**src/rtl/lcd_pixel_unpacker.sv**
```systemverilog
// Unpacks 32-bit FWFT FIFO words (3 words = 4 pixels, MSB first) into a registered 24-bit RGB stream.
// One-cycle load-to-valid latency; with valid high and ready low, pixel, phase, residual hold and no pop occurs.
module lcd_pixel_unpacker (
    input  logic        i_clock,
    input  logic        i_reset,
    input  logic [31:0] i_fifoData,
    input  logic        i_fifoEmpty,
    output logic        o_fifoRead,
    input  logic        i_flush,
    output logic [23:0] o_pixelData,
    output logic        o_pixelValid,
    input  logic        i_pixelReady,
    output logic        o_starved
);

    typedef enum logic [1:0] {
        PH_W0  = 2'd0,
        PH_W1  = 2'd1,
        PH_W2  = 2'd2,
        PH_RES = 2'd3
    } phase_e;

    phase_e      phase_q, phase_d;
    logic [23:0] residual_q, residual_d;
    logic [23:0] pixel_q, pixel_d;
    logic        valid_q, valid_d;
    logic        starved_q, starved_d;
    logic        load_slot;
    logic        has_src;

    always_ff @(posedge i_clock or posedge i_reset) begin
        if (i_reset) begin
            phase_q    <= PH_W0;
            residual_q <= 24'h000000;
            pixel_q    <= 24'h000000;
            valid_q    <= 1'b0;
            starved_q  <= 1'b0;
        end else begin
            phase_q    <= phase_d;
            residual_q <= residual_d;
            pixel_q    <= pixel_d;
            valid_q    <= valid_d;
            starved_q  <= starved_d;
        end
    end

    always_comb begin
        load_slot  = !valid_q || i_pixelReady;
        // The residual-only phase completes a pixel without touching the FIFO.
        has_src    = (phase_q == PH_RES) || !i_fifoEmpty;
        o_fifoRead = load_slot && (phase_q != PH_RES) && !i_fifoEmpty && !i_flush && !i_reset;

        phase_d    = phase_q;
        residual_d = residual_q;
        pixel_d    = pixel_q;
        valid_d    = valid_q;
        starved_d  = 1'b0;

        if (i_flush) begin
            phase_d    = PH_W0;
            residual_d = 24'h000000;
            valid_d    = 1'b0;
        end else if (load_slot) begin
            if (has_src) begin
                valid_d = 1'b1;
                case (phase_q)
                    PH_W0: begin
                        pixel_d    = i_fifoData[31:8];
                        residual_d = {i_fifoData[7:0], residual_q[15:0]};
                        phase_d    = PH_W1;
                    end
                    PH_W1: begin
                        pixel_d    = {residual_q[23:16], i_fifoData[31:16]};
                        residual_d = {i_fifoData[15:0], residual_q[7:0]};
                        phase_d    = PH_W2;
                    end
                    PH_W2: begin
                        pixel_d    = {residual_q[23:8], i_fifoData[31:24]};
                        residual_d = i_fifoData[23:0];
                        phase_d    = PH_RES;
                    end
                    PH_RES: begin
                        pixel_d    = residual_q;
                        residual_d = 24'h000000;
                        phase_d    = PH_W0;
                    end
                    default: begin
                        phase_d = PH_W0;
                    end
                endcase
            end else begin
                // A load slot with valid high means the pixel was just accepted.
                valid_d   = 1'b0;
                starved_d = 1'b1;
            end
        end
    end

    assign o_pixelData  = pixel_q;
    assign o_pixelValid = valid_q;
    assign o_starved    = starved_q;

endmodule

```
**config.mk**
```make
export PLATFORM = sky130hd
export DESIGN_NAME = lcd_pixel_unpacker
export DESIGN_NICKNAME = d
export VERILOG_FILES = /design/src/rtl/lcd_pixel_unpacker.sv
export SDC_FILE = /design/constraint.sdc
export NUM_CORES = 1
export LEC_CHECK = 0
export BUFFER_PORTS_ARGS = -buffer_cell sky130_fd_sc_hd__buf_4
export CAP_MARGIN = 40
export CORE_UTILIZATION = 49
export CTS_CLUSTER_DIAMETER = 30
export DETAILED_ROUTE_END_ITERATION = 8
export GPL_TIMING_DRIVEN = 0
export HOLD_SLACK_MARGIN = 0.05
export PLACE_DENSITY = 0.83
export SLEW_MARGIN = 25
export SYNTH_ARGS = -nofsm -noshare
export SYNTH_HDL_FRONTEND = slang
export SYNTH_SLANG_ARGS = --single-unit
```
**constraint.sdc**
```tcl
create_clock -name i_clock -period 1.9 [get_ports i_clock]
set_clock_uncertainty 0.05 [all_clocks]
set_input_delay 0.095 -clock i_clock [delete_from_list [all_inputs] [get_ports i_clock]]
set_output_delay 0.095 -clock i_clock [all_outputs]
set_load 0.02 [all_outputs]
```
**Yosys cells after proc, flatten, opt, wreduce, memory -nomap -nowiden**

Cells that the tools add are included.

- Flip-flop bits (word level): 52
- Bits of input ports: 37
- Output and inout bits: 27
- Logic and storage cells: 46

- Equal/unequal tests: 6
- Mux-type cells: 15
- Bitwise logic cells: 1
- Reduce and logical (&&, ||, !) cells: 17

Operator list:

| kind | count |
|---|---|
| $pmux W24 S4 | 2 |
| $mux W24 | 3 |
| $pmux W2 S4 | 1 |
| $mux W1 | 6 |
| $mux W2 | 3 |
| $ne A2 B2 Y1 const B | 3 |
| $reduce_and A3 Y1 | 2 |
| $eq A2 B2 Y1 const B | 2 |
| $logic_and A1 B1 Y1 | 4 |
| $logic_not A1 Y1 | 4 |
| $reduce_and A4 Y1 | 1 |
| $reduce_bool A2 Y1 | 2 |
| $eq A2 B1 Y1 const B | 1 |
| $logic_not A2 Y1 | 1 |
| $logic_or A1 B1 Y1 | 2 |
| $reduce_and A2 Y1 | 1 |
| $not A1 Y1 | 1 |

**Longest topological paths before layout**

Gate-level depths: netlist of the first run.

- Depth after elaboration: 6
- Gate-level depth with buffers: 7
- Mapped depth without buffers: 5

**Worst setup path before layout of the first run**

OpenSTA, ideal clock, no wires.

- Path type: register -> output
- From: register phase_q[0]
- To: output port o_fifoRead
- Arrival time: 1.693 ns
- Required time: 1.755 ns
- Path slack: 0.062 ns
- Cell stages (with the launch flop): 5
- Path buffers: 1
- Cell sequence: dfrtp_1 ha_1 clkbuf_1 or3_2 nor3_1

- Word-level cells in the longest chain between the ends: 5

Ends and longest elaborated chain:

| item | line | text |
|---|---|---|
| from (decl) | 23 | `phase_e phase_q, phase_d;` |
| from (signal assigned) | 39 | `phase_q <= phase_d;` |
| $ne A2 B2 Y1 | 51 | `o_fifoRead = load_slot && (phase_q != PH_RES) && !i_fifoEmpty && !i_flush && !i_reset;` |
| $logic_and A1 B1 Y1 (4 in a row) | 51 |  |
| to (decl) | 8 | `output logic o_fifoRead,` |

Every way passes these cells.

**Final worst setup path of the first run**

- From: register phase_q[1]
- To: register pixel_q[7], in the netlist o_pixelData[7]

- Word-level cells in the longest chain between the ends: 3
- Elaborated cells between the ends (all ways): 7
- Classes of those cells: eq/ne (3); mux (1); reduce/logical (3)

Ends and longest elaborated chain:

| item | line | text |
|---|---|---|
| $eq A2 B2 Y1 | 50, 66 |  |
| $logic_or A1 B1 Y1 | 50 | `has_src = (phase_q == PH_RES) \|\| !i_fifoEmpty;` |
| $reduce_and A3 Y1 (no line) | n/a |  |
| to (signal assigned) | 41 | `pixel_q <= pixel_d;` |
| to (decl) | 25 | `logic [23:0] pixel_q, pixel_d;` |

Several ways; a longest one is shown, not always the timed one.
A chain may end at the register's enable or synchronous reset.

==> results of run 1 <==
## stage by stage
step	utilization, %	std cells	total power (W)	setup slack [ns]
2_1_floorplan	-	278	0.00195	0.0616
3_3_place_gp	61.7	412	0.00235	-0.251
3_5_place_dp	61.8	412	0.00238	-0.288
4_1_cts	67.7	434	0.00310	0.00806
5_1_grt	70.1	441	0.00331	-0.0746
6_report	70.1	441	0.00319	-0.0253
## power by group through the flow
stage,logic (W),registers (W),clock network (W)
after global routing,0.00122,0.00137,0.000722
after CTS,0.00108,0.00134,0.000676
final,0.00116,0.00135,0.000678
after floorplan,0.000436,0.00152,0
after global placement,0.000997,0.00136,0
after detailed placement,0.00102,0.00136,0
## worst max-delay path by stage
| stage | start | endpoint | slack (ns) | cells past startpoint |
|---|---|---|---|---|
| after floorplan | phase_q[0] | o_fifoRead | 0.06 | 4 |
| after global placement | phase_q[0] | residual_q[8] | -0.25 | 7 |
| after detailed placement | phase_q[0] | residual_q[8] | -0.29 | 7 |
| after CTS | phase_q[0] | o_fifoRead | 0.008 | 5 |
| after global routing | phase_q[1] | o_pixelData[7] | -0.07 | 6 |
| final | phase_q[1] | o_pixelData[7] | -0.03 | 6 |
## layout by cell type (no fill, tap or decap), types with 3 or more instances in the layout
| cell type | n |
|---|---|
| o21ai_0 | 17 |
| buf_2 | 5 |
| ha_4 | 3 |
| a21oi_1 | 17 |
| mux2_2 | 30 |
| a22o_1 | 17 |
| nor2b_1 | 8 |
| buf_8 | 3 |
| dlygate4sd3_1 | 10 |
| o31ai_1 | 7 |
| dfrtp_1 | 50 |
| clkbuf_8 | 6 |
| nand2_1 | 32 |
| a22oi_1 | 8 |
| buf_6 | 11 |
| buf_4 | 74 |
| inv_1 | 18 |
| clkbuf_2 | 3 |
| mux2i_1 | 14 |
| a222oi_1 | 8 |
## cell families (layout without fill, tap and decap cells)
| logic type | after synthesis | after routing |
|---|---|---|
| multiplexers | 48 | 48 |
| AO/OA/AOI/OAI | 78 | 78 |
| adder cells (fa/ha/maj) | 5 | 5 |
| flip-flops | 52 | 52 |
| buffers and inverters | 44 | 135 |
| AND/OR/NAND/NOR | 51 | 51 |
## per-layer routing
metal | share of wire, % | vias up | wire length, um | GRT usage [%]
met5 | 0 | - | 0 | 0
met4 | 4.7 | 0 | 436 | 14.5
met3 | 8.8 | 53 | 814 | 4.94
met2 | 47 | 208 | 4350 | 46.6
met1 | 39 | 1355 | 3630 | 37.0
li1 | - | 1179 | - | -
## worst max-delay path: cells and delay by family, from the launching register on
family / cells / cell delay (ns)
AOI/OAI and AO/OA: 1 / 0.46
adders and majority gates: 1 / 0.19
buffers and inverters: 2 / 0.26
DFF: 1 / 0.46
muxes: 2 / 0.40
## sequential cells by signal, indices dropped and copies added (netlist names)
register and count:
o_pixelData 24, o_pixelValid 1, o_starved 1, phase_q 2, residual_q 24
## timing repair
| item | in CTS | in global routing |
|---|---|---|
| setup endpoints to repair | 50 | 27 |
| setup buffers | 6 | 7 |
| hold buffers | 10 | 0 |
| cloned | 1 | 0 |
| pin swaps | 4 | 5 |
| gates resized for setup | 31 | 22 |
| hold endpoints to repair | 61 | 0 |
## cell type report
type | count | area share, %
buffer | 20 | 4.53
tap | 72 | 2.28
clock buffer | 7 | 2.18
clock inverter | 1 | 0.190
multi-input combinational | 182 | 38.4
inverter | 21 | 2.06
timing repair buffer | 86 | 17.3
sequential | 52 | 33.0
==> out/summary.txt, run 1 <==
Run status -> complete, but fails checks
Failing checks -> setup timing
Pin count of the biggest net entering global routing -> 53
Via density -> 6.34
CTS H-tree lvls -> 2
WHS -> 0.0540 ns
Number of global-route vias before repair -> 2648
Max IR drop VDD -> 0.000524 V
Clock buffer depth -> 2
CTS Buf Count -> 5
Slew Limit Headroom -> 56.7%
Clock share of power -> 21.3%
Worst path arrival time -> 2.07 ns
Routability Congestion -> 0.879
Post-synth top flop -> dfrtp_1
Post-synth cell types -> 31
HPWL after DPL -> 5550 um
Clk root buf -> clkbuf_8
Flop pwr share -> 42.3%
PnR worst setup slack -> -0.0253 ns
Highest-delay cell along the critical path -> dfrtp_2
Reg2reg end -> o_pixelData[7]
Fin crit period -> 1.93 ns
Area leader, netlist -> dfrtp_1
Sequential area share after synthesis -> 44.4%
Initial core utilization -> 51.9%
Fmax achieved -> 0.519 GHz
CP required -> 2.05 ns
Mux share of post-synthesis cell area -> 17.8%
Setup CP Type -> flop to flop
Compound-Gate Fraction of Synth Area -> 19.0%
Diodes inserted -> 0
Ranking of synthesized cells by area -> dfrtp_1, mux2_2, mux2i_1, a22o_1, nand2_1
Post-route ant nets -> 0
Hold Vio Cnt, Final -> 0
Setup TNS -> -0.0253 ns
Grt ovf -> 0
Max-cap viol count -> 0
Die Span X -> 79.3 um
Crit-path max FO -> 7
First-pass GRT wire length -> 13500 um
Crit path largest cell delay -> 0.46 ns
Drt wl/cell -> 20.9 um
Worst Reg-to-Reg Cells -> 6
Post-synth EDFFs -> 0
Final setup vio count -> 1
PortBufs -> 62
Final Slew Violations -> 0
Area of the multi-input gates -> 0.00152 sq mm
Die height -> 79.3 um
Yosys warning count -> 0
Clock Sinks -> 52
Antenna violations before repair -> 0
Xor/xnor cell area share of the yosys netlist -> 0%
CP cell instances -> buf_6 -> ha_4 -> buf_6 -> a222oi_1 -> mux2i_4 -> mux2_4
Hold Path Class -> primary input to flop
Site Rows -> 27
Final wirelength -> 9240 um
Net Sw Frac -> 33.9%
Post-Synth Adder-Cell Area -> 2.14%
Hold path start -> i_flush
Share of the synthesized area in the top cell type -> 44.4%
Synth async-reset ratio -> 100%
Reg2Reg Launch Point -> phase_q[1]
Die area -> 0.00629 sq mm
Post-Place Cell Area -> 0.00349 sq mm
NetSw -> 0.00108 W
Power Density -> 807 mW/mm^2
CP endpoint kind -> flop
CP startpoint kind -> flop
Final Cell Area -> 0.00395 sq mm
Fill cell count -> 402
Vias -> 2795
Pleak -> 1.89 nW
DR pass1 iterations -> 5
Total Routing Usage GR -> 28.8%
Internal Power -> 0.00211 W
Core Region -> 0.00564 sq mm
Remaining routing DRC violations -> 0
Most used cell along the critical path -> buf_6
CTS clk-pin slew, worst paths -> 0.09 ns
Slew @ Worst Pin -> 0.650 ns
RSZ-0062 raised after global routing -> true
Synthesized area -> 0.00293 sq mm
Worst hold endpoint -> phase_q[0]
P&R area growth vs syn -> 35.0%
Nets@finish -> 410
Share of layout cells above drive strength 1 -> 42.5%
CTS tree -> done
Main combinational cell family by area after synthesis -> compound AO/OA/AOI/OAI gates
Final period util -> 101%
Mapped Cells -> 278
Synth Area in Simple Gates -> 9.66%
Most frequent cell after synthesis -> dfrtp_1
Post-Syn Nets -> 320
Commonest cells post-synth -> dfrtp_1, mux2_2, nand2_1, inv_1
Ports -> 64
Flops & latches, synth -> 52
Worst skew pair latency -> 0.31 ns
Reg area -> 0.00130 sq mm
Syn Area/Cell -> 10.5 sq um
Flop2flop setup slack -> -0.03 ns
Hold Path Cell Cnt -> 2
1st-iter DRT viols -> 493
Combinational Power Share -> 36.5%
No activity file was read; power rests on OpenSTA's default activity.
==> inputs of run 2 (changes only) <==
Settings changed: CORE_ASPECT_RATIO set to 0.8, CTS_CLUSTER_SIZE set to 40.
==> out/summary.txt, run 2 (same netlist as run 1, synthesis figures left out) <==
Ports -> 64 (unchanged)
Die area -> 0.00629 sq mm (about the same)
Hold Vio Cnt, Final -> 0 (unchanged)
Number of global-route vias before repair -> 2678 (+1.1%)
CTS clk-pin slew, worst paths -> 0.10 ns (about the same)
CTS H-tree lvls -> 2 (unchanged)
WP buf/inv -> 2 (unchanged)
Pin count of the biggest net entering global routing -> 53 (unchanged)
Reg area -> 0.00130 sq mm (unchanged)
CP endpoint kind -> primary output
Diodes inserted -> 0 (unchanged)
Via density -> 6.14 (-3.1%)
Failing checks -> setup timing
Worst path arrival time -> 1.76 ns (-0.31 ns)
Fill cell count -> 411 (+2.2%)
Fin crit period -> 1.91 ns (-0.0155 ns)
Core Region -> 0.00562 sq mm (-0.47%)
Clock buffer depth -> 2 (unchanged)
Area of the multi-input gates -> 0.00150 sq mm (-1.1%)
Worst skew pair latency -> 0.32 ns (about the same)
RSZ-0062 raised after global routing -> true
Setup CP Type -> flop to primary output
P&R area growth vs syn -> 35.6%
Drt wl/cell -> 19.8 um (-5.6%)
Initial core utilization -> 52.1% (+0.24 points)
CP required -> 1.75 ns (-0.30 ns)
Clock Sinks -> 52 (unchanged)
Die Span X -> 88.4 um (+12%)
Die height -> 71.1 um (-10%)
Final Slew Violations -> 0 (unchanged)
Pleak -> 1.91 nW (+0.91%)
Share of layout cells above drive strength 1 -> 41.3% (-1.2 points)
Flop pwr share -> 40.5% (-1.8 points)
Run status -> complete, but fails checks
Commonest non-fill, non-tap cell in the layout -> buf_4
PortBufs -> 62 (unchanged)
CP startpoint kind -> flop
Grt ovf -> 0 (unchanged)
Final setup vio count -> 1 (unchanged)
WHS -> 0.0876 ns (+0.0337 ns)
Clock share of power -> 25.0% (+3.7 points)
Highest-delay cell along the critical path -> dfrtp_2
PnR worst setup slack -> -0.00983 ns (+0.0155 ns)
Leading cell types in the layout, fill and taps excluded -> buf_4, dfrtp_1, nand2_1
Power Density -> 836 mW/mm^2 (+3.6%)
Fmax achieved -> 0.524 GHz (+0.81%)
Hold Path Class -> primary input to flop
Vias -> 2739 (-2.0%)
Total Routing Usage GR -> 29.7% (+0.92 points)
Nets@finish -> 409 (-0.24%)
Crit path largest cell delay -> 0.45 ns (about the same)
CTS Buf Count -> 5 (unchanged)
Routability Congestion -> 0.903 (+2.8%)
Top delay family on crit path -> simple AND/OR/NAND/NOR gates
Clk root buf -> clkbuf_8
Net Sw Frac -> 32.8% (-1.1 points)
1st-iter DRT viols -> 508 (+3.0%)
First-pass GRT wire length -> 13800 um (+1.7%)
Antenna violations before repair -> 0 (unchanged)
Slew Limit Headroom -> 57.4% (+0.73 points)
Max-cap viol count -> 0 (unchanged)
Internal Power -> 0.00223 W (+5.8%)
HPWL after DPL -> 5720 um (+3.1%)
Remaining routing DRC violations -> 0 (unchanged)
Site Rows -> 24 (-11%)
Max IR drop VDD -> 0.000561 V (+7.1%)
DR pass1 iterations -> 9 (+4)
NetSw -> 0.00109 W (+0.88%)
Total power -> 0.00332 W (+4.1%)
CP cell instances -> ha_4 -> buf_8 -> or3_4 -> nor3_4 -> buf_6
CTS tree -> done
Final period util -> 101% (-0.82 points)
Crit-path max FO -> 4 (-3)
Combinational Power Share -> 34.5% (-2.0 points)
Post-route ant nets -> 0 (unchanged)
Slew @ Worst Pin -> 0.639 ns (-0.0110 ns)
Final wirelength -> 8820 um (-4.6%)
-- run 2: power by group through the flow --
| stage | Sequential (W) | Combinational (W) | Clock, W |
|---|---|---|---|
| 2_1_floorplan | 0.00152 | 0.000436 | 0 |
| 3_3_place_gp | 0.00136 | 0.00100 | 0 |
| 3_5_place_dp | 0.00136 | 0.00102 | 0 |
| 4_1_cts | 0.00134 | 0.00109 | 0.000830 |
| 5_1_grt | 0.00137 | 0.00121 | 0.000880 |
| 6_report | 0.00134 | 0.00115 | 0.000831 |
-- run 2: timing repair --
item                       CTS  global route
cloned                       1             0
buffers inserted             9             1
hold buffers                11             0
setup endpoints to repair   50            42
resized for setup           27            28
hold endpoints to repair    62             0
pin swaps                    2             6
-- run 2: final timing paths --
check,start,end,slack (ns),cells after the start
max,phase_q[1],o_fifoRead,-0.01,5
min,i_fifoData[27],o_pixelData[19],0.09,4
max reg2reg,phase_q[0],o_pixelData[3],0.02,6
min reg2reg,residual_q[13],residual_q[13],0.46,1
max in group asynchronous,i_reset,phase_q[1],0.96,3
min in group asynchronous,i_reset,residual_q[23],0.38,3
-- run 2: layout make-up --
cell class	count	share of cell area (%)
Timing Repair Buffer	84	16.8
Sequential cell	52	32.8
Clock inverter	2	0.977
Inverter	21	2.05
Clock buffer	6	2.08
Buffer	21	5.01
Multi-Input combinational cell	182	37.8
Tap cell	78	2.46
-- run 2: worst reg2reg max path, cell delays in order (launching register included) --
cell and delay [ns]:
dfrtp_2 0.45, buf_4 0.16, ha_4 0.21, buf_8 0.16, a222oi_1 0.37, mux2i_1 0.12, mux2_2 0.27
-- run 2: through the flow --
step | setup WS (ns) | utilization (%) | instance area [sq um] | std cells | TNS (ns)
after detailed placement | -0.257 | 62.2 | 3490 | 418 | -4.00
after CTS | 0.00456 | 69.1 | 3880 | 446 | 0
final | -0.00983 | 70.7 | 3970 | 446 | -0.00983
after floorplan | 0.0616 | - | 2930 | 278 | 0
after global placement | -0.257 | 62.2 | 3490 | 418 | -12.46
after global routing | -0.0634 | 70.7 | 3970 | 446 | -0.137
-- run 2: per-layer routing --
metal  vias to the layer above  wire (um)  GRT usage [%]
li1                       1176          -              -
met1                      1296       3480           39.4
met2                       224       3930           44.6
met3                        43       1090           9.57
met4                         0        320           12.9
met5                         -          0              0
